### src/rtl/fetch_defs.sv
// -----------------------------------------------------------------------------
// fetch_defs: shared definitions for the fetch controller.
//   pcsrc_e : next-PC mux select encodings (PC_SEQ, PC_BR, PC_JMP)
//   state_e : fetch controller FSM states
//   pend_e  : deferred-redirect encodings held while decode is stalled
//   merge_pend() : folds a new redirect request into a pending one
// -----------------------------------------------------------------------------
package fetch_defs;

    typedef enum logic [1:0] {
        PC_SEQ = 2'b00,
        PC_BR  = 2'b01,
        PC_JMP = 2'b10
    } pcsrc_e;

    typedef enum logic [1:0] {
        ST_INIT   = 2'b00,
        ST_RUN    = 2'b01,
        ST_BUBBLE = 2'b10,
        ST_HALTED = 2'b11
    } state_e;

    typedef enum logic [1:0] {
        PEND_NONE = 2'b00,
        PEND_BR   = 2'b01,
        PEND_JMP  = 2'b10
    } pend_e;

    // A jump always wins over a branch; a branch only fills an empty slot.
    function automatic pend_e merge_pend(pend_e cur, logic jump, logic br_taken);
        pend_e res;
        res = cur;
        if (jump)
            res = PEND_JMP;
        else if (br_taken && (cur == PEND_NONE))
            res = PEND_BR;
        return res;
    endfunction

endpackage

### src/rtl/fetch_ctrl_if.sv
// -----------------------------------------------------------------------------
// fetch_ctrl_if: control bundle between decode/datapath and the fetch controller.
//   Stall, Br_taken, Jump, Halt, Resume : requests from decode/execute
//   PCsrc, PC_En                         : drive the fetch datapath directly
//   Inst_valid, Flush                    : qualify/squash the fetched instruction
//   Fetch_cnt, Redir_cnt                 : performance counters
// master = fetch controller side, slave = pipeline side.
// -----------------------------------------------------------------------------
interface fetch_ctrl_if #(
    parameter int CNT_W = 16
);
    logic             Stall;
    logic             Br_taken;
    logic             Jump;
    logic             Halt;
    logic             Resume;
    logic [1:0]       PCsrc;
    logic             PC_En;
    logic             Inst_valid;
    logic             Flush;
    logic [CNT_W-1:0] Fetch_cnt;
    logic [CNT_W-1:0] Redir_cnt;

    modport master (
        input  Stall, Br_taken, Jump, Halt, Resume,
        output PCsrc, PC_En, Inst_valid, Flush, Fetch_cnt, Redir_cnt
    );

    modport slave (
        output Stall, Br_taken, Jump, Halt, Resume,
        input  PCsrc, PC_En, Inst_valid, Flush, Fetch_cnt, Redir_cnt
    );
endinterface

### src/rtl/fetch_ctrl_perf_cnt.sv
// -----------------------------------------------------------------------------
// perf_cnt: free-running wrapping event counter.
//   clk   : clock, rising edge
//   clr   : synchronous active-high clear
//   inc   : count one event this cycle
//   count : current value, wraps from all-ones to zero
// -----------------------------------------------------------------------------
module perf_cnt #(
    parameter int W = 16
) (
    input  logic         clk,
    input  logic         clr,
    input  logic         inc,
    output logic [W-1:0] count
);
    // NOTE: sequential state is written with <= so every flop samples the
    // pre-edge values; blocking = here would create order-dependent races.
    always_ff @(posedge clk) begin
        if (clr)
            count <= '0;
        else if (inc)
            count <= count + 1'b1;
    end
endmodule

### src/rtl/fetch_ctrl.sv
// -----------------------------------------------------------------------------
// fetch_ctrl: instruction-fetch sequencing controller.
//   Clk : clock, rising edge
//   Clr : synchronous active-high reset; also forces all control outputs low
//   bus : fetch_ctrl_if.master -- pipeline requests in, PC control and
//         performance counters out
// Redirects seen while decode is stalled are parked in 'pend' and applied on
// the first unstalled RUN cycle; every applied redirect is followed by one
// BUBBLE cycle while the squashed slot drains.
// -----------------------------------------------------------------------------
module fetch_ctrl
    import fetch_defs::*;
#(
    parameter int CNT_W = 16
) (
    input  logic         Clk,
    input  logic         Clr,
    fetch_ctrl_if.master bus
);
    state_e state, state_nxt;
    pend_e  pend, pend_nxt;
    pend_e  redir;
    pcsrc_e pc_src;
    logic   pc_en;
    logic   inst_valid;
    logic   flush;

    always_ff @(posedge Clk) begin
        if (Clr) begin
            state <= ST_INIT;
            pend  <= PEND_NONE;
        end else begin
            state <= state_nxt;
            pend  <= pend_nxt;
        end
    end

    always_comb begin
        // NOTE: every output of this block gets a default first so no path
        // leaves one unassigned, which would otherwise infer a latch.
        state_nxt  = state;
        pend_nxt   = pend;
        pc_src     = PC_SEQ;
        pc_en      = 1'b0;
        inst_valid = 1'b0;
        flush      = 1'b0;
        // Current request combined with anything parked during a stall.
        redir      = merge_pend(pend, bus.Jump, bus.Br_taken);

        unique case (state)
            ST_INIT: begin
                state_nxt = ST_RUN;
            end
            ST_RUN: begin
                inst_valid = 1'b1;
                if (bus.Halt) begin
                    state_nxt = ST_HALTED;
                end else if (bus.Stall) begin
                    pend_nxt = redir;
                end else begin
                    pc_en    = 1'b1;
                    pend_nxt = PEND_NONE;
                    if (redir == PEND_JMP) begin
                        pc_src    = PC_JMP;
                        flush     = 1'b1;
                        state_nxt = ST_BUBBLE;
                    end else if (redir == PEND_BR) begin
                        pc_src    = PC_BR;
                        flush     = 1'b1;
                        state_nxt = ST_BUBBLE;
                    end
                end
            end
            ST_BUBBLE: begin
                pc_en     = 1'b1;
                state_nxt = ST_RUN;
            end
            ST_HALTED: begin
                if (bus.Resume)
                    state_nxt = ST_RUN;
            end
            default: state_nxt = ST_INIT;
        endcase

        // Reset is visible on the outputs in the same cycle it is asserted.
        if (Clr) begin
            pc_src     = PC_SEQ;
            pc_en      = 1'b0;
            inst_valid = 1'b0;
            flush      = 1'b0;
        end
    end

    assign bus.PCsrc      = pc_src;
    assign bus.PC_En      = pc_en;
    assign bus.Inst_valid = inst_valid;
    assign bus.Flush      = flush;

    perf_cnt #(.W(CNT_W)) u_fetch_cnt (
        .clk   (Clk),
        .clr   (Clr),
        .inc   (inst_valid & ~bus.Stall & ~flush),
        .count (bus.Fetch_cnt)
    );

    perf_cnt #(.W(CNT_W)) u_redir_cnt (
        .clk   (Clk),
        .clr   (Clr),
        .inc   (flush),
        .count (bus.Redir_cnt)
    );
endmodule

### src/flat_wrapper.sv
// flat-port wrapper written by rule: the top's interface ports become plain ports
module fetch_ctrl_flat import fetch_defs::*;
#(
    parameter int CNT_W = 16
)
  (Clk, Clr, bus_Stall, bus_Br_taken, bus_Jump, bus_Halt, bus_Resume, bus_PCsrc, bus_PC_En, bus_Inst_valid, bus_Flush, bus_Fetch_cnt, bus_Redir_cnt);
  fetch_ctrl_if #(.CNT_W(CNT_W)) bus_i ();
  input  logic Clk;
  input  logic Clr;
  input wire logic [$bits(bus_i.Stall)-1:0] bus_Stall;
  input wire logic [$bits(bus_i.Br_taken)-1:0] bus_Br_taken;
  input wire logic [$bits(bus_i.Jump)-1:0] bus_Jump;
  input wire logic [$bits(bus_i.Halt)-1:0] bus_Halt;
  input wire logic [$bits(bus_i.Resume)-1:0] bus_Resume;
  output wire logic [$bits(bus_i.PCsrc)-1:0] bus_PCsrc;
  output wire logic [$bits(bus_i.PC_En)-1:0] bus_PC_En;
  output wire logic [$bits(bus_i.Inst_valid)-1:0] bus_Inst_valid;
  output wire logic [$bits(bus_i.Flush)-1:0] bus_Flush;
  output wire logic [$bits(bus_i.Fetch_cnt)-1:0] bus_Fetch_cnt;
  output wire logic [$bits(bus_i.Redir_cnt)-1:0] bus_Redir_cnt;
  assign bus_i.Stall = bus_Stall;
  assign bus_i.Br_taken = bus_Br_taken;
  assign bus_i.Jump = bus_Jump;
  assign bus_i.Halt = bus_Halt;
  assign bus_i.Resume = bus_Resume;
  assign bus_PCsrc = bus_i.PCsrc;
  assign bus_PC_En = bus_i.PC_En;
  assign bus_Inst_valid = bus_i.Inst_valid;
  assign bus_Flush = bus_i.Flush;
  assign bus_Fetch_cnt = bus_i.Fetch_cnt;
  assign bus_Redir_cnt = bus_i.Redir_cnt;
  fetch_ctrl #(.CNT_W(CNT_W)) u_core (.Clk(Clk), .Clr(Clr), .bus(bus_i));
endmodule
### config.mk
export PLATFORM = sky130hd
export DESIGN_NAME = fetch_ctrl_flat
export DESIGN_NICKNAME = d
export VERILOG_FILES = /design/src/rtl/fetch_defs.sv /design/src/rtl/fetch_ctrl_if.sv /design/src/rtl/fetch_ctrl_perf_cnt.sv /design/src/rtl/fetch_ctrl.sv /design/src/flat_wrapper.sv
export SDC_FILE = /design/constraint.sdc
export NUM_CORES = 1
export LEC_CHECK = 0
export ABC_CLOCK_PERIOD_IN_PS = 10700
export BUFFER_PORTS_ARGS = -buffer_cell sky130_fd_sc_hd__buf_2
export CAP_MARGIN = 10
export CORE_MARGIN = 10
export CORE_UTILIZATION = 40
export DETAILED_ROUTE_END_ITERATION = 12
export PLACE_DENSITY_LB_ADDON = 0.25
export SYNTH_ARGS = -nofsm -noshare
export SYNTH_HDL_FRONTEND = slang
export SYNTH_SLANG_ARGS = --single-unit
### constraint.sdc
create_clock -name Clk -period 10.7 [get_ports Clk]
set_input_delay 3.21 -clock Clk [delete_from_list [all_inputs] [get_ports Clk]]
set_output_delay 3.21 -clock Clk [all_outputs]
set_load 0.02 [all_outputs]
==> metrics.cfg, run 1 <==
[power_and_ir_drop]
switching_share = 0.2299
p_int_uw = 210.7
powerDensity_nw_per_um2 = 129.5
power_leakage_uw = 0.0008256
p_clk_frac = 0.435
p_comb_frac = 0.065
finalPower_uw = 273.6
sequentialPowerShare = 0.500
peakVddDrop_mv = 0.06602
p_sw_uw = 62.91

[clocking]
cts_made_buffers = 5
clock_latency_ps = 290
clock-sinks = 36
cts_setup_buffers = 0
cts_root_buf = clkbuf_8
cts_max_path_buffers = 2
cts_hold_buf = 0
ctsResizeCount = 0
cts_tree = done
clk_pin_slew_ps = 70
cts.htree.levels = 2

[critical_path]
end_kind = primary output
endpoint = bus_Flush
rr_endpoint = u_core.u_redir_cnt.count[15]
worstReg2RegStart = u_core.pend[1]
r2r_setup_slack_ps = 7840
cp_max_fo = 10
arrival_ps = 4810
crit_type = input port to primary output
reg2reg_depth = 7
start_kind = input port
required_ps = 7490
crit_start = bus_Jump

[synthesis]
synth_fp_nets = 228
netlist_top_cells_count = 36 x dfxtp_1, 26 x nor2_1, 18 x a21oi_1
synthArstFlopShare = 0
synth_area_leaders = dfxtp_1 41%, xnor2_1 7.4%, nor2_1 5.5%
syn-cell-area_um2 = 1774
netlist_instances = 214
synth_top_area_frac = 0.4062
yosysTopAreaCell = dfxtp_1
synth_ff_type = dfxtp_1
yosysWarnings = 0
ys_ff_latch = 36
synth_edf_count = 0
synth_most_common_cell = dfxtp_1
avgSynthCellArea_um2 = 8.291
seq_area_frac_synth = 0.4062
ys_types = 35

[layout]
drive_gt1_frac = 0.2196
area_delta_synth_final_pct = 19.04
nFillCells = 454
nNetsFinal = 268
antenna_cells = 0

[placement]
place.gp.congestion = 0.7646
port_buffers = 43
dp_hpwl_um = 2891

[global_routing]
grt_pass1_wl_um = 6713
grt_usage = 0.1079
grt_remaining_overflow = 0
antenna_found_initial = 0
grt_pass1_vias = 1484
grt_max_degree = 43

[die]
die_w_um = 86.60
start_util = 0.4103
io_pins = 44
dieArea_um2 = 7500
core.rowCount = 24
coreArea_um2 = 4324
die_h_um = 86.60

[drt]
wl_per_cell_um = 12.65
ant_nets = 0
first_pass_iters = 4
num_vias = 1560
wl_um = 3885
drc = 0
detail_route.iter0.violations = 70
routed_via_density = 5.081

[sta]
max_freq_mhz = 124.7
relSlewSlack = 0.4733
setup_viol = 0
finalCritPeriodShare = 0.7496
hold_viol = 0
maxSlewViolCount = 0
finClkSkew_ps = 8.640
rsz0062_at_grt = no
tns_ps = 0
min_period_ps = 8021
tightest_slew_ps = 779.1
holdWs_ps = 484.9

[worst_hold_path]
min_path_cells = 2
hp-class = flop to flop

[job]
cap_violations = 0

[run_status]
status = complete, no violations

==> metal layers <==
metal / GRT usage / up-vias / share of wire
li1: - / 825 / -
met1: 0.1186 / 702 / 0.45
met2: 0.1745 / 27 / 0.47
met3: 0.04034 / 6 / 0.066
met4: 0.06186 / 0 / 0.015
met5: 0 / - / 0
==> sequential cells by signal, summed over array words and instances, names as in the netlist <==
register and count:
u_core.u_fetch_cnt.count 16, u_core.state 2, u_core.u_redir_cnt.count 16, u_core.pend 2
==> placed cells by master (no fill, tap or decap), types with 2 or more instances in the layout <==
cell type / netlist / routed
a21oi_1: 18 / 18
and4_1: 2 / 2
buf_2: 1 / 43
clkbuf_8: 0 / 5
dfxtp_1: 36 / 36
ha_1: 7 / 7
inv_1: 10 / 10
nand2_1: 13 / 13
nand2b_1: 3 / 3
nand3_1: 6 / 6
nand4_1: 6 / 6
nor2_1: 26 / 26
nor2b_1: 3 / 3
nor3_1: 9 / 9
nor3b_1: 3 / 3
nor4_1: 4 / 4
nor4b_1: 2 / 2
o21ai_0: 14 / 14
or3_1: 12 / 12
or4_1: 2 / 2
xnor2_1: 15 / 15
xor2_1: 2 / 2
==> how the worst min path moves through the flow <==
stage | startpoint | to
after detailed placement | u_core.u_redir_cnt.count[15] | u_core.u_redir_cnt.count[15]
after CTS | u_core.u_redir_cnt.count[15] | u_core.u_redir_cnt.count[15]
after global routing | u_core.u_fetch_cnt.count[15] | u_core.u_fetch_cnt.count[15]
after global placement | u_core.u_fetch_cnt.count[15] | u_core.u_fetch_cnt.count[15]
final | u_core.u_fetch_cnt.count[15] | u_core.u_fetch_cnt.count[15]
after floorplan | u_core.state[0] | u_core.state[0]
==> final cells by class <==
| cell class | instances | area, µm² | area share |
|---|---|---|---|
| Tap cell | 52 | 65.06 | 0.03081 |
| Inverter | 10 | 37.54 | 0.01777 |
| Timing Repair Buffer | 43 | 215.2 | 0.1019 |
| Clock inverter | 3 | 42.54 | 0.02014 |
| Multi-Input combinational cell | 158 | 962.2 | 0.4556 |
| Sequential cell | 36 | 720.7 | 0.3412 |
| Clock buffer | 5 | 68.82 | 0.03258 |
==> power by group through the flow <==
stage          Sequential (µW)  Clock, µW  Combinational [µW]
2_1_floorplan              140          0                13.3
3_3_place_gp               140          0                17.8
3_5_place_dp               140          0                18.0
4_1_cts                    137        124                18.1
5_1_grt                    137        128                20.5
6_report                   137        119                17.8
==> cells by family (layout without fill, tap and decap cells) <==
family / count (synthesis) / count (layout) / synth area share
and+or+nand+nor: 97 / 97 / 0.2955
AOI/OAI and AO/OA: 36 / 36 / 0.1072
DFF: 36 / 36 / 0.4062
buffers and inverters: 20 / 61 / 0.05148
xor gates and xnor gates: 17 / 17 / 0.08393
adders and majority gates: 7 / 7 / 0.04936
muxes: 1 / 1 / 0.006347
==> critical path, stage by stage <==
cell	delay [ps]
buf_2	110
or2_2	280
inv_1	60
ha_1	290
or4b_4	580
nor2_1	110
buf_2	180
==> stage by stage <==
stage               cells  area [µm²]  utilization  setup slack [ps]
global placement      299        2001       0.4627              2688
finish                307        2112       0.4884              2679
CTS                   307        2112       0.4884              2674
detailed placement    299        2001       0.4627              2673
global route          307        2112       0.4884              2549
floorplan             214        1774            -              2764
No activity file was read; power rests on OpenSTA's default activity.
==> run 2, diff against run 1 <==
Settings changed: ABC_CLOCK_PERIOD_IN_PS 10700 to 7500.
Clock period 10.7 ns to 7.5 ns, I/O delays scaled along.
==> run 2 against run 1 <==
  * Register-to-register slack lost 3200 ps
  * Critical path type unchanged
  * Via count shrank 0.64%
  * Core utilization is the same
  * Setup slack lost 1300 ps
  * Clock power grew 42%
  * First-iteration DRC count grew 49%
  * Combinational power grew 42%
  * Largest power group unchanged
==> metrics.cfg, run 2 (synthesis gave the netlist of run 1 again) <==
[layout]
final_common_cell = buf_2  ; unchanged
antenna_cells = 0  ; unchanged
drive_gt1_frac = 0.2196  ; unchanged
final_cell_mix = 43 x buf_2, 36 x dfxtp_1, 26 x nor2_1  ; unchanged
multi_input_area_um2 = 962.2  ; unchanged
nNetsFinal = 268  ; unchanged
reg_top3 = u_core.u_fetch_cnt.count: 16 flops, u_core.u_redir_cnt.count: 16 flops  ; unchanged
ff_latch_area_um2 = 720.7  ; unchanged
utilization = 0.4884  ; unchanged
area_delta_synth_final_pct = 19.04  ; unchanged
nFillCells = 462  ; was 454

[sta]
relSlewSlack = 0.4565  ; was 0.4733
min_period_ps = 6103
maxSlewViolCount = 0  ; unchanged
max_freq_mhz = 163.9
holdWs_ps = 489.1  ; was 484.9 ps
rsz0062_at_grt = no  ; unchanged
hold_viol = 0  ; unchanged
tightest_slew_ps = 803.9  ; was 779.1 ps
tns_ps = 0  ; unchanged
setup_viol = 0  ; unchanged
finalCritPeriodShare = 0.8137
finClkSkew_ps = 10.55  ; was 8.640 ps

[power_and_ir_drop]
p_clk_frac = 0.433  ; was 0.435
power_leakage_uw = 0.0008256  ; unchanged
p_sw_uw = 88.35  ; was 62.91 µW
switching_share = 0.2272  ; was 0.2299
p_int_uw = 300.6  ; was 210.7 µW
powerDensity_nw_per_um2 = 184.1  ; was 129.5 nW/µm²
sequentialPowerShare = 0.501  ; was 0.500
p_comb_frac = 0.065  ; about the same
peakVddDrop_mv = 0.09721  ; was 0.06602 mV

[clocking]
clock-sinks = 36  ; unchanged
cts_hold_buf = 0  ; unchanged
cts_tree = done  ; unchanged
cts_made_buffers = 5  ; unchanged
ctsResizeCount = 0  ; unchanged
clk_pin_slew_ps = 80  ; was 70 ps
cts_root_buf = clkbuf_8  ; unchanged
cts_setup_buffers = 0  ; unchanged
cts.htree.levels = 2  ; unchanged
cts_max_path_buffers = 2  ; unchanged
clock_latency_ps = 290  ; about the same

[global_routing]
grt_remaining_overflow = 0  ; unchanged
grt_max_degree = 43  ; unchanged
grt_pass1_vias = 1504  ; was 1484
grt_pass1_wl_um = 6844  ; was 6713 µm
antenna_found_initial = 0  ; unchanged
grt_usage = 0.1072  ; was 0.1079

[drt]
routed_via_density = 5.049  ; was 5.081
num_vias = 1550  ; was 1560
wl_per_cell_um = 12.74  ; was 12.65 µm
wl_um = 3910  ; was 3885 µm
drc = 0  ; unchanged
detail_route.iter0.violations = 104  ; was 70
ant_nets = 0  ; unchanged
first_pass_iters = 4  ; unchanged

[critical_path]
crit_family = simple AND/OR/NAND/NOR gates  ; unchanged
start_kind = input port  ; unchanged
crit_type = input port to primary output  ; unchanged
required_ps = 5250  ; was 7490 ps
cp_common_cell = buf_2  ; unchanged
arrival_ps = 3850  ; was 4810 ps
cp_max_fo = 10  ; unchanged
slowest_delay_ps = 580  ; about the same
path_buf_inv = 3  ; unchanged
end_kind = primary output  ; unchanged
crit_chain = buf_2 -> or2_2 -> inv_1 -> ha_1 -> or4b_4 -> nor2_1 -> buf_2  ; unchanged
slowest_stage = or4b_4  ; unchanged

[die]
start_util = 0.4103  ; unchanged
coreArea_um2 = 4324  ; unchanged
die_h_um = 86.60  ; unchanged
dieArea_um2 = 7500  ; unchanged
die_w_um = 86.60  ; unchanged
core.rowCount = 24  ; unchanged
io_pins = 44  ; unchanged

[placement]
place.gp.congestion = 0.7645  ; was 0.7646
dp_hpwl_um = 2912  ; was 2891 µm
port_buffers = 43  ; unchanged

[worst_hold_path]
hp-class = flop to flop  ; unchanged

[run_status]
status = complete, no violations  ; unchanged

[job]
cap_violations = 0  ; unchanged

[run 2: cell counts in the layout (fill, tap and decap cells not counted)]
No cell type changed its count.
[run 2: metrics by stage]
step / setup WS [ps] / cells / power, µW / cell area, µm²
after detailed placement: 1390 / 299 / 225.2 / 2001
after floorplan: 1484 / 214 / 218.7 / 1774
after global placement: 1408 / 299 / 224.9 / 2001
after CTS: 1392 / 307 / 393.6 / 2112
final: 1397 / 307 / 388.9 / 2112
after global routing: 1276 / 307 / 404.5 / 2112
[run 2: power by group through the flow]
stage	Sequential (µW)	Clock (µW)	Combinational, µW
2_1_floorplan	200	0	19.0
3_3_place_gp	200	0	25.4
4_1_cts	195	173	25.8
6_report	195	169	25.3
3_5_place_dp	200	0	25.7
5_1_grt	195	180	29.4
[run 2: routing by layer]
metal / part of all wire / routed length [µm] / up-vias / GRT usage
met5: 0 / 0 / - / 0
met4: 0.013 / 51 / 0 / 0.03976
met3: 0.059 / 232 / 5 / 0.03565
met2: 0.46 / 1809 / 29 / 0.1772
met1: 0.46 / 1818 / 692 / 0.1252
li1: - / - / 824 / -
[run 2: worst paths after layout]
kind                                      from                      endpoint  slack, ps  cells after the start
setup / recovery                      bus_Jump                     bus_Flush       1400                      7
hold / removal    u_core.u_redir_cnt.count[15]  u_core.u_redir_cnt.count[15]        490                      2
setup reg to reg                u_core.pend[1]  u_core.u_redir_cnt.count[15]       4620                      7
hold reg to reg   u_core.u_redir_cnt.count[15]  u_core.u_redir_cnt.count[15]        490                      2
[run 2: worst register-to-register path, stage by stage (launching register included)]
cell      delay, ps
dfxtp_1         320
nand2b_1        130
a21oi_1         240
ha_1            350
or4b_4          580
or4_1           680
or3_1           390
a21oi_1         120
[run 2: cell type report]
class / count / share of cell area
Inverter: 10 / 0.01777
Sequential cell: 36 / 0.3412
Multi-Input combinational cell: 158 / 0.4556
Tap cell: 52 / 0.03081
Timing Repair Buffer: 43 / 0.1019
Clock inverter: 3 / 0.02014
Clock buffer: 5 / 0.03258
